[config.mk]
export PLATFORM = sky130hd
export DESIGN_NAME = branch_resolve
export DESIGN_NICKNAME = d
export VERILOG_FILES = /design/src/rtl/branch_resolve_pkg.sv /design/src/rtl/branch_resolve_br_stat_ctr.sv /design/src/rtl/branch_resolve.sv
export SDC_FILE = /design/constraint.sdc
export NUM_CORES = 1
export LEC_CHECK = 0
export BUFFER_PORTS_ARGS = -buffer_cell sky130_fd_sc_hd__buf_4
export CAP_MARGIN = 20
export CORE_ASPECT_RATIO = 1.25
export CORE_MARGIN = 2
export CORE_UTILIZATION = 44
export CTS_BUF_LIST = sky130_fd_sc_hd__clkbuf_16
export DETAILED_ROUTE_END_ITERATION = 10
export GPL_ROUTABILITY_DRIVEN = 0
export PLACE_DENSITY = 0.75
export SETUP_SLACK_MARGIN = 0.15
export SYNTH_ARGS = -nofsm -noshare
export SYNTH_HDL_FRONTEND = slang
export SYNTH_HIERARCHICAL = 1
export SYNTH_SLANG_ARGS = --single-unit
[constraint.sdc]
create_clock -name i_clk -period 2.1 [get_ports i_clk]
set_input_delay 0.105 -clock i_clk [delete_from_list [all_inputs] [get_ports i_clk]]
set_output_delay 0.105 -clock i_clk [all_outputs]
set_load 0.02 [all_outputs]
[src/rtl/branch_resolve_pkg.sv]
// Shared definitions for branch resolution.
// This package holds the branch op encodings that the decoder also uses,
// the resolve FSM state encodings, and the default PC width.
package branch_resolve_pkg;

  localparam int unsigned AW_DEF = 16;

  typedef enum logic [1:0] {
    BR_BEQ = 2'b00,
    BR_BNE = 2'b01,
    BR_JMP = 2'b10,
    BR_NOP = 2'b11
  } br_op_e;

  typedef enum logic [1:0] {
    StIdle  = 2'b00,
    StRedir = 2'b01,
    StFlush = 2'b10
  } br_state_e;

  // Taken decision for a decoded branch, given the comparator flag.
  function automatic logic br_is_taken(br_op_e op, logic eq);
    unique case (op)
      BR_BEQ:  return eq;
      BR_BNE:  return ~eq;
      BR_JMP:  return 1'b1;
      default: return 1'b0;
    endcase
  endfunction

endpackage

[src/rtl/branch_resolve_br_stat_ctr.sv]
// Wrapping statistics counter.
// Ports:
//   i_clk    clock, rising edge
//   i_rst_n  asynchronous active-low reset, clears the count
//   i_inc    add one this cycle
//   o_cnt    current count; wraps modulo 2^CW
module branch_resolve_br_stat_ctr #(
  parameter int unsigned CW = 16
) (
  input  logic          i_clk,
  input  logic          i_rst_n,
  input  logic          i_inc,
  output logic [CW-1:0] o_cnt
);

  logic [CW-1:0] r_cnt;

  always_ff @(posedge i_clk or negedge i_rst_n) begin
    if (!i_rst_n) begin
      r_cnt <= '0;
    end else if (i_inc) begin
      r_cnt <= r_cnt + 1'b1;
    end
  end

  assign o_cnt = r_cnt;

endmodule

[src/rtl/branch_resolve.sv]
// Branch resolution.
// This block decides whether an accepted branch is taken. For a taken branch it
// issues a one-cycle fetch redirect, then holds flush for FLUSH_CYC cycles in
// total; the redirect cycle counts as the first of those cycles.
// Ports:
//   i_clk, i_rst_n         clock and asynchronous active-low reset
//   i_br_valid/o_br_ready  request handshake; ready only while idle
//   i_br_op, i_eq          decoded op and comparator equality flag
//   i_pc_seq, i_pc_tgt     fall-through PC (debug only) and target PC
//   o_redirect             one-cycle pulse: fetch loads o_redirect_pc
//   o_redirect_pc          last taken target; holds between redirects
//   o_flush                squash younger instructions in IF/ID
//   o_taken_cnt, o_br_cnt  wrapping statistics counters
module branch_resolve
  import branch_resolve_pkg::*;
#(
  parameter int unsigned AW        = AW_DEF,
  parameter int unsigned FLUSH_CYC = 2,
  parameter int unsigned CW        = 16
) (
  input  logic          i_clk,
  input  logic          i_rst_n,
  input  logic          i_br_valid,
  output logic          o_br_ready,
  input  logic [1:0]    i_br_op,
  input  logic          i_eq,
  input  logic [AW-1:0] i_pc_seq,
  input  logic [AW-1:0] i_pc_tgt,
  output logic          o_redirect,
  output logic [AW-1:0] o_redirect_pc,
  output logic          o_flush,
  output logic [CW-1:0] o_taken_cnt,
  output logic [CW-1:0] o_br_cnt
);

  if (FLUSH_CYC < 1 || FLUSH_CYC > 15) begin : g_bad_flush_cyc
    $error("branch_resolve: FLUSH_CYC must be in 1..15");
  end

  br_state_e     r_state, w_state_d;
  logic [3:0]    r_fcnt, w_fcnt_d;
  logic [AW-1:0] r_redirect_pc;

  br_op_e w_op;
  logic   w_accept, w_take, w_count;
  logic   w_unused_pc_seq;

  // Fall-through PC is already fetched; it never feeds the redirect.
  assign w_unused_pc_seq = ^i_pc_seq;

  assign w_op     = br_op_e'(i_br_op);
  assign w_accept = i_br_valid & (r_state == StIdle);
  assign w_take   = w_accept & br_is_taken(w_op, i_eq);
  assign w_count  = w_accept & (w_op != BR_NOP);

  always_comb begin
    w_state_d = r_state;
    w_fcnt_d  = r_fcnt;
    unique case (r_state)
      StIdle: begin
        if (w_take) w_state_d = StRedir;
      end
      StRedir: begin
        // Flush cycles still owed after this one.
        w_fcnt_d  = 4'(FLUSH_CYC - 1);
        w_state_d = (FLUSH_CYC > 1) ? StFlush : StIdle;
      end
      StFlush: begin
        if (r_fcnt <= 4'd1) begin
          w_fcnt_d  = '0;
          w_state_d = StIdle;
        end else begin
          w_fcnt_d = r_fcnt - 4'd1;
        end
      end
      default: w_state_d = StIdle;
    endcase
  end

  always_ff @(posedge i_clk or negedge i_rst_n) begin
    if (!i_rst_n) begin
      r_state       <= StIdle;
      r_fcnt        <= '0;
      r_redirect_pc <= '0;
    end else begin
      r_state <= w_state_d;
      r_fcnt  <= w_fcnt_d;
      if (w_take) r_redirect_pc <= i_pc_tgt;
    end
  end

  // Outputs decode only registered state, so no input-to-output path exists
  // and an asynchronous reset drops them immediately.
  assign o_br_ready    = (r_state == StIdle);
  assign o_redirect    = (r_state == StRedir);
  assign o_flush       = (r_state != StIdle);
  assign o_redirect_pc = r_redirect_pc;

  branch_resolve_br_stat_ctr #(
    .CW(CW)
  ) u_br_ctr (
    .i_clk  (i_clk),
    .i_rst_n(i_rst_n),
    .i_inc  (w_count),
    .o_cnt  (o_br_cnt)
  );

  branch_resolve_br_stat_ctr #(
    .CW(CW)
  ) u_taken_ctr (
    .i_clk  (i_clk),
    .i_rst_n(i_rst_n),
    .i_inc  (w_take),
    .o_cnt  (o_taken_cnt)
  );

endmodule
==> impl_metrics.tcl, run 1 <==
set metrics [dict create \
    status "finished, final reports clean" \
    cts_tree "yes" \
    core_area_um2 5410 \
    wire_per_inst_um 13.4 \
    synth-edff-count 0 \
    htree_levels 2 \
    yosys-top-cells-count "54 x dfrtp_1, 18 x xnor2_1, 13 x nand2_1" \
    sw_frac_of_total_pct 35.1 \
    place_hpwl_um 3350 \
    p_int_uw 2570 \
    period_needed_ns 1.86 \
    rsz0062_at_grt "false" \
    crit_slowest_cell "dfrtp_1" \
    worst-path-stages 8 \
    synth.cell_area_um2 2440 \
    yosys_warnings 6 \
    drt_iter0_drc 65 \
    antenna_cells 0 \
    startpoint_type "flip-flop" \
    hp-class "in2reg" \
    p_seq_share_pct 39.8 \
    netlist_instances 189 \
    stdcell_count 337 \
    finalClockSkew_ns 0.00226 \
    hold_path_depth 2 \
    synth-async-reset-ratio_pct 100 \
    required_ns 2.30 \
    cts_sinks 54 \
    antenna_found_initial 0 \
    setup_tns_ns 0 \
    comb_power_share_pct 40.7 \
    power_frac_clock_pct 19.5 \
    endpoint "u_taken_ctr/o_cnt[12]$_DFFE_PN0P_" \
    path_clk_slew_ns 0.06 \
    detail_route.first_pass.iterations 4 \
    cpPeakStageDelay_ns 0.41 \
    grt_pass1_wl_um 7270 \
    grt_pass1_vias 1630 \
    synth_seq_cells 54 \
    end_kind "flip-flop" \
    synth_top_area_share_pct 55.3 \
    drc_errors 0 \
    die_y_um 87.3 \
    final_area_um2 3250 \
    critPathLaunch "r_state[1]$_DFFE_PN0P_" \
    synth_nets 235 \
    ys_seq_area_share_pct 55.3 \
    cts_buffers 5 \
    timing.rr.end "u_taken_ctr/o_cnt[12]$_DFFE_PN0P_" \
    vias_per_cell 5.07 \
    yosysUniqueCellTypes 32 \
    gr-total-overflow 0 \
    slew_viol_final 0 \
    reg2reg_setup_slack_ns 0.24 \
    nets 318 \
    crit_family "simple AND/OR/NAND/NOR gates" \
    die-area_um2 6170 \
    path_cells "inv_2, ha_4, nand2_2, and3b_2, nand4_4, nor3_4, and4_1, xor2_1" \
    dp_slack_ns 0.129 \
    grtUsageTotal_pct 14.8 \
    regToRegStartpoint "r_state[1]$_DFFE_PN0P_" \
    worst_pin_slew_ns 0.657 \
    power_switching_uw 1390 \
    cts_root_buf "clkbuf_16" \
    area_delta_synth_final_pct 33.2 \
    die_w_um 70.6 \
    drv_cap 0 \
    powerDensity_nw_per_um2 1220 \
    hold_viol 0 \
    timing.slew.headroom_pct 56.2 \
    yosys-top-cells-area "dfrtp_1 55%, xnor2_1 6.5%, mux2_4 5.5%" \
    p_leak_uw 0.00162 \
    grt_start_max_net_pins 55 \
    critPathKind "reg2reg" \
    num_rows 30 \
    fin_crit_sh_pct 88.6 \
    placed_cells 325 \
    io_buffers 72 \
    pin_count 89 \
    cp.arrival_ns 2.06 \
    path_max_fanout 5 \
    syn_avg_cell_area_um2 12.9 \
    wl_um 4500 \
    clk_latency_ns 0.28 \
    setup_viol_count_final 0 \
    path_buf_inv 1 \
    vias 1708 \
    yosysMostFrequentCell "dfrtp_1" \
    max_freq_mhz 538 \
    antenna_left 0 \
    clock_path_buffers 2 \
    ir_drop_v 0.000767 \
    drive_gt1_share_pct 41.8 \
    rr_worst_depth 8 \
    synthFlopType "dfrtp_1" \
    start_util_pct 45.2 \
    placed_cell_area_um2 3070 \
    yosys.area.top_type "dfrtp_1" \
    layout_setup_ws_ns 0.240 \
]
## sequential cells by signal, indices dropped and copies added (netlist names)
| name | count |
|---|---|
| r_state | 2 |
| o_redirect_pc | 16 |
| u_br_ctr/o_cnt | 16 |
| u_taken_ctr/o_cnt | 16 |
| r_fcnt | 4 |
## timing repair
item	in CTS	in global routing
cloned	0	0
hold buffers	1	0
endpoints found under the setup margin	2	1
pin swaps	0	1
setup buffers	0	3
gates resized for setup	2	1
hold endpoints to repair	54	0
## layout make-up
type | count | area (µm²)
clock buffers | 5 | 125
clock inverters | 3 | 16.3
fillers | 469 | 2150
inverters | 9 | 33.8
multi-input cells | 124 | 1060
flip-flops and latches | 54 | 1350
well taps | 64 | 80.1
repair buffers | 78 | 588
## worst min-delay path by stage
stage / endpoint / start
after floorplan: o_redirect_pc[0]$_DFFE_PN0P_ / i_rst_n
after global placement: u_br_ctr/o_cnt[2]$_DFFE_PN0P_ / i_rst_n
after detailed placement: u_br_ctr/o_cnt[4]$_DFFE_PN0P_ / i_rst_n
after CTS: o_redirect_pc[4]$_DFFE_PN0P_ / i_pc_tgt[4]
after global routing: o_redirect_pc[3]$_DFFE_PN0P_ / i_pc_tgt[3]
final: o_redirect_pc[15]$_DFFE_PN0P_ / i_pc_tgt[15]
## power groups by stage
stage	Sequential [µW]	Clock [µW]	Combinational (µW)
floorplan	1870	0	704
global placement	1590	0	1570
detailed placement	1600	0	1590
CTS	1580	805	1600
global route	1610	848	1730
finish	1580	773	1610
## worst reg2reg max path, stage by stage (launching register included)
cell,delay (ns)
dfrtp_1,0.41
inv_2,0.09
ha_4,0.15
nand2_2,0.05
and3b_2,0.29
nand4_4,0.17
nor3_4,0.25
and4_1,0.23
xor2_1,0.15
## routing by layer
layer  vias to the layer above  track usage (%)  share of wire [%]
li1                        821                -                  -
met1                       837             17.2                 40
met2                        48             27.4                 54
met3                         2             3.47                5.2
met4                         0             4.12               0.64
met5                         -                0                  0
## per-stage QoR
step / hold slack (ns) / utilization (%) / power (µW)
2_1_floorplan: -0.191 / - / 2570
3_3_place_gp: 0.190 / 56.8 / 3150
3_5_place_dp: 0.188 / 56.8 / 3190
4_1_cts: 0.0432 / 59.7 / 3990
5_1_grt: 0.0431 / 60.2 / 4190
6_report: 0.0517 / 60.2 / 3960
## layout by cell type (no fill, tap or decap), types with 2 or more instances in the layout
| cell type | synthesis | layout |
|---|---|---|
| buf_4 | 0 | 77 |
| dfrtp_1 | 54 | 54 |
| xnor2_1 | 18 | 18 |
| nand2_1 | 13 | 12 |
| xor2_1 | 12 | 12 |
| nand3_1 | 10 | 10 |
| mux2_4 | 9 | 9 |
| mux2_2 | 9 | 9 |
| nor2_1 | 8 | 8 |
| inv_1 | 9 | 7 |
| nand4_1 | 7 | 7 |
| ha_1 | 8 | 7 |
| clkbuf_16 | 0 | 5 |
| o21ai_0 | 3 | 3 |
| inv_2 | 0 | 2 |
| nor3_1 | 2 | 2 |
| nand4_4 | 2 | 2 |
| mux2_1 | 2 | 2 |
| nor3_2 | 4 | 2 |
| nor4_1 | 2 | 2 |
| and4_1 | 2 | 2 |
| and3_1 | 2 | 2 |
| nor3_4 | 0 | 2 |
## cell families (layout without fill, tap and decap cells)
family	Yosys count	after routing	synth area share, %
multiplexers	20	20	10.6
AO/OA/AOI/OAI	10	10	2.77
AND/OR/NAND/NOR	56	56	13.8
buffers and inverters	11	95	2.66
XOR/XNOR	30	30	10.8
adder cells (fa/ha/maj)	8	8	4.10
flip-flops	54	54	55.3
No activity file was read; power rests on OpenSTA's default activity.
==> run 2, diff against run 1 <==
--- a/config.mk
+++ b/config.mk
@@ -9,11 +9,12 @@
 export CAP_MARGIN = 20
 export CORE_ASPECT_RATIO = 1.25
 export CORE_MARGIN = 2
-export CORE_UTILIZATION = 44
+export CORE_UTILIZATION = 49
 export CTS_BUF_LIST = sky130_fd_sc_hd__clkbuf_16
 export DETAILED_ROUTE_END_ITERATION = 10
 export GPL_ROUTABILITY_DRIVEN = 0
-export PLACE_DENSITY = 0.75
+export GPL_TIMING_DRIVEN = 0
+export PLACE_DENSITY = 0.79
 export SETUP_SLACK_MARGIN = 0.15
 export SYNTH_ARGS = -nofsm -noshare
 export SYNTH_HDL_FRONTEND = slang
==> constraint.sdc (replaced) <==
create_clock -name i_clk -period 1.8 [get_ports i_clk]
set_input_delay 0.09 -clock i_clk [delete_from_list [all_inputs] [get_ports i_clk]]
set_output_delay 0.09 -clock i_clk [all_outputs]
set_load 0.02 [all_outputs]
==> impl_metrics.tcl, run 2 (synthesized netlist as in run 1, its figures left out) <==
set metrics [dict create \
    critPathKind "reg2reg" \
    nets 341 \
    cts_tree "yes" \
    cts_sinks 54 \
    drc_errors 0 \
    powerDensity_nw_per_um2 1370 \
    timing.rr.end "u_taken_ctr/o_cnt[8]$_DFFE_PN0P_" \
    finalClockSkew_ns 0.00614 \
    placed_cell_area_um2 3080 \
    detail_route.first_pass.iterations 4 \
    htree_levels 2 \
    start_util_pct 51.3 \
    antenna_left 0 \
    required_ns 2.01 \
    max_freq_mhz 509 \
    hold_viol 0 \
    dp_slack_ns -0.326 \
    violations "negative setup slack" \
    hold_path_end "o_redirect_pc[7]$_DFFE_PN0P_" \
    io_buffers 72 \
    crit_slowest_cell "dfrtp_1" \
    gr-total-overflow 0 \
    worst_pin_slew_ns 0.676 \
    cts_root_buf "clkbuf_16" \
    wire_per_inst_um 15.7 \
    clk_latency_ns 0.28 \
    place_hpwl_um 3300 \
    ir_drop_v 0.00101 \
    hp-class "in2reg" \
    status "finished with violations" \
    fin_crit_sh_pct 109 \
    rsz0062_at_grt "true" \
    grt_pass1_vias 1696 \
    die-area_um2 5570 \
    path_cells "inv_2, ha_4, nand2_4, and3b_1, buf_6, buf_12, nand4_4, buf_4, nor2_4, and3_1, xor2_1" \
    timing.slew.headroom_pct 54.9 \
    drt_iter0_drc 66 \
    hold_slack_ns 0.0346 \
    path_max_fanout 5 \
    path_clk_slew_ns 0.07 \
    core_area_um2 4760 \
    hold_path_depth 2 \
    setup_viol_count_final 15 \
    vias 1855 \
    clock_path_buffers 2 \
    reg2reg_setup_slack_ns -0.16 \
    startpoint_type "flip-flop" \
    period_needed_ns 1.96 \
    rr_worst_depth 11 \
    grt_start_max_net_pins 55 \
    die_w_um 67.1 \
    regToRegStartpoint "r_state[0]$_DFFE_PN0P_" \
    drv_cap 0 \
    antenna_cells 0 \
    final_area_um2 3630 \
    layout_common_cells "93 x buf_4, 53 x dfrtp_1, 18 x mux2_4, 18 x xnor2_1, 12 x nand2_1" \
    hold_start "i_pc_tgt[7]" \
    grtUsageTotal_pct 17.9 \
    area_delta_synth_final_pct 48.7 \
    final_core_util_pct 76.2 \
    pin_count 89 \
    setup_tns_ns -1.07 \
    cts_buffers 5 \
    p_leak_uw 0.00186 \
    slew_viol_final 0 \
    antenna_found_initial 0 \
    cp.arrival_ns 2.17 \
    die_y_um 82.9 \
    layout_setup_ws_ns -0.163 \
    end_kind "flip-flop" \
    num_rows 28 \
    wl_um 5580 \
    grt_pass1_wl_um 7800 \
    cpPeakStageDelay_ns 0.39 \
    vias_per_cell 5.21 \
    drive_gt1_share_pct 51.4 \
    final_common_cell "buf_4" \
]
[run 2: what timing repair did]
| item | in CTS | in global routing |
|---|---|---|
| pin swaps | 8 | 16 |
| hold buffers | 1 | 0 |
| setup buffers | 9 | 17 |
| endpoints found under the hold margin | 54 | 0 |
| setup endpoints to repair | 39 | 43 |
| resized for setup | 5 | 42 |
[run 2: worst max-delay path by stage]
stage                      startpoint                                 to  depth (start not counted)
3_5_place_dp   r_state[1]$_DFFE_PN0P_  u_taken_ctr/o_cnt[12]$_DFFE_PN0P_                         10
4_1_cts        r_state[0]$_DFFE_PN0P_  u_taken_ctr/o_cnt[12]$_DFFE_PN0P_                         10
2_1_floorplan  r_state[1]$_DFFE_PN0P_  u_taken_ctr/o_cnt[12]$_DFFE_PN0P_                         10
3_3_place_gp   r_state[1]$_DFFE_PN0P_     u_br_ctr/o_cnt[12]$_DFFE_PN0P_                          8
5_1_grt        r_state[0]$_DFFE_PN0P_  u_taken_ctr/o_cnt[12]$_DFFE_PN0P_                         10
6_report       r_state[0]$_DFFE_PN0P_   u_taken_ctr/o_cnt[8]$_DFFE_PN0P_                         11
[run 2: metal layers]
layer,GRT usage [%],share of wire (%),vias up
li1,-,-,870
met5,0,0,-
met3,3.79,4.3,4
met2,31.1,54,51
met1,22.1,41,930
met4,4.64,0.70,0
[run 2: per-stage QoR]
| stage | cells | power (µW) |
|---|---|---|
| after floorplan | 189 | 3000 |
| after global placement | 321 | 3690 |
| after detailed placement | 321 | 3740 |
| after CTS | 339 | 4750 |
| after global routing | 356 | 5240 |
| final | 356 | 4990 |
[run 2: final cells by class]
class                      instances  area [µm²]
buffer                             2        31.3
clock buffer                       5         125
clock inverter                     3        12.5
fill                             343        1130
inverter                           9        33.8
multi-input combinational        124        1230
sequential                        54        1350
tap                               60        75.1
timing repair buffer              99         768
[run 2: worst max-delay path, delay by kind of cell, from the launching register on]
| kind | cells | cell delay (ns) |
|---|---|---|
| xor+xnor | 1 | 0.14 |
| fa+ha+maj | 1 | 0.14 |
| buf+inv | 4 | 0.48 |
| flops | 1 | 0.39 |
| simple gates | 5 | 0.72 |
[run 2: where the power goes]
part	leakage (µW)	switching [µW]	internal (µW)
combinational	0.00110	1050	1190
clock	0.0000724	392	503
sequential	0.000687	328	1540
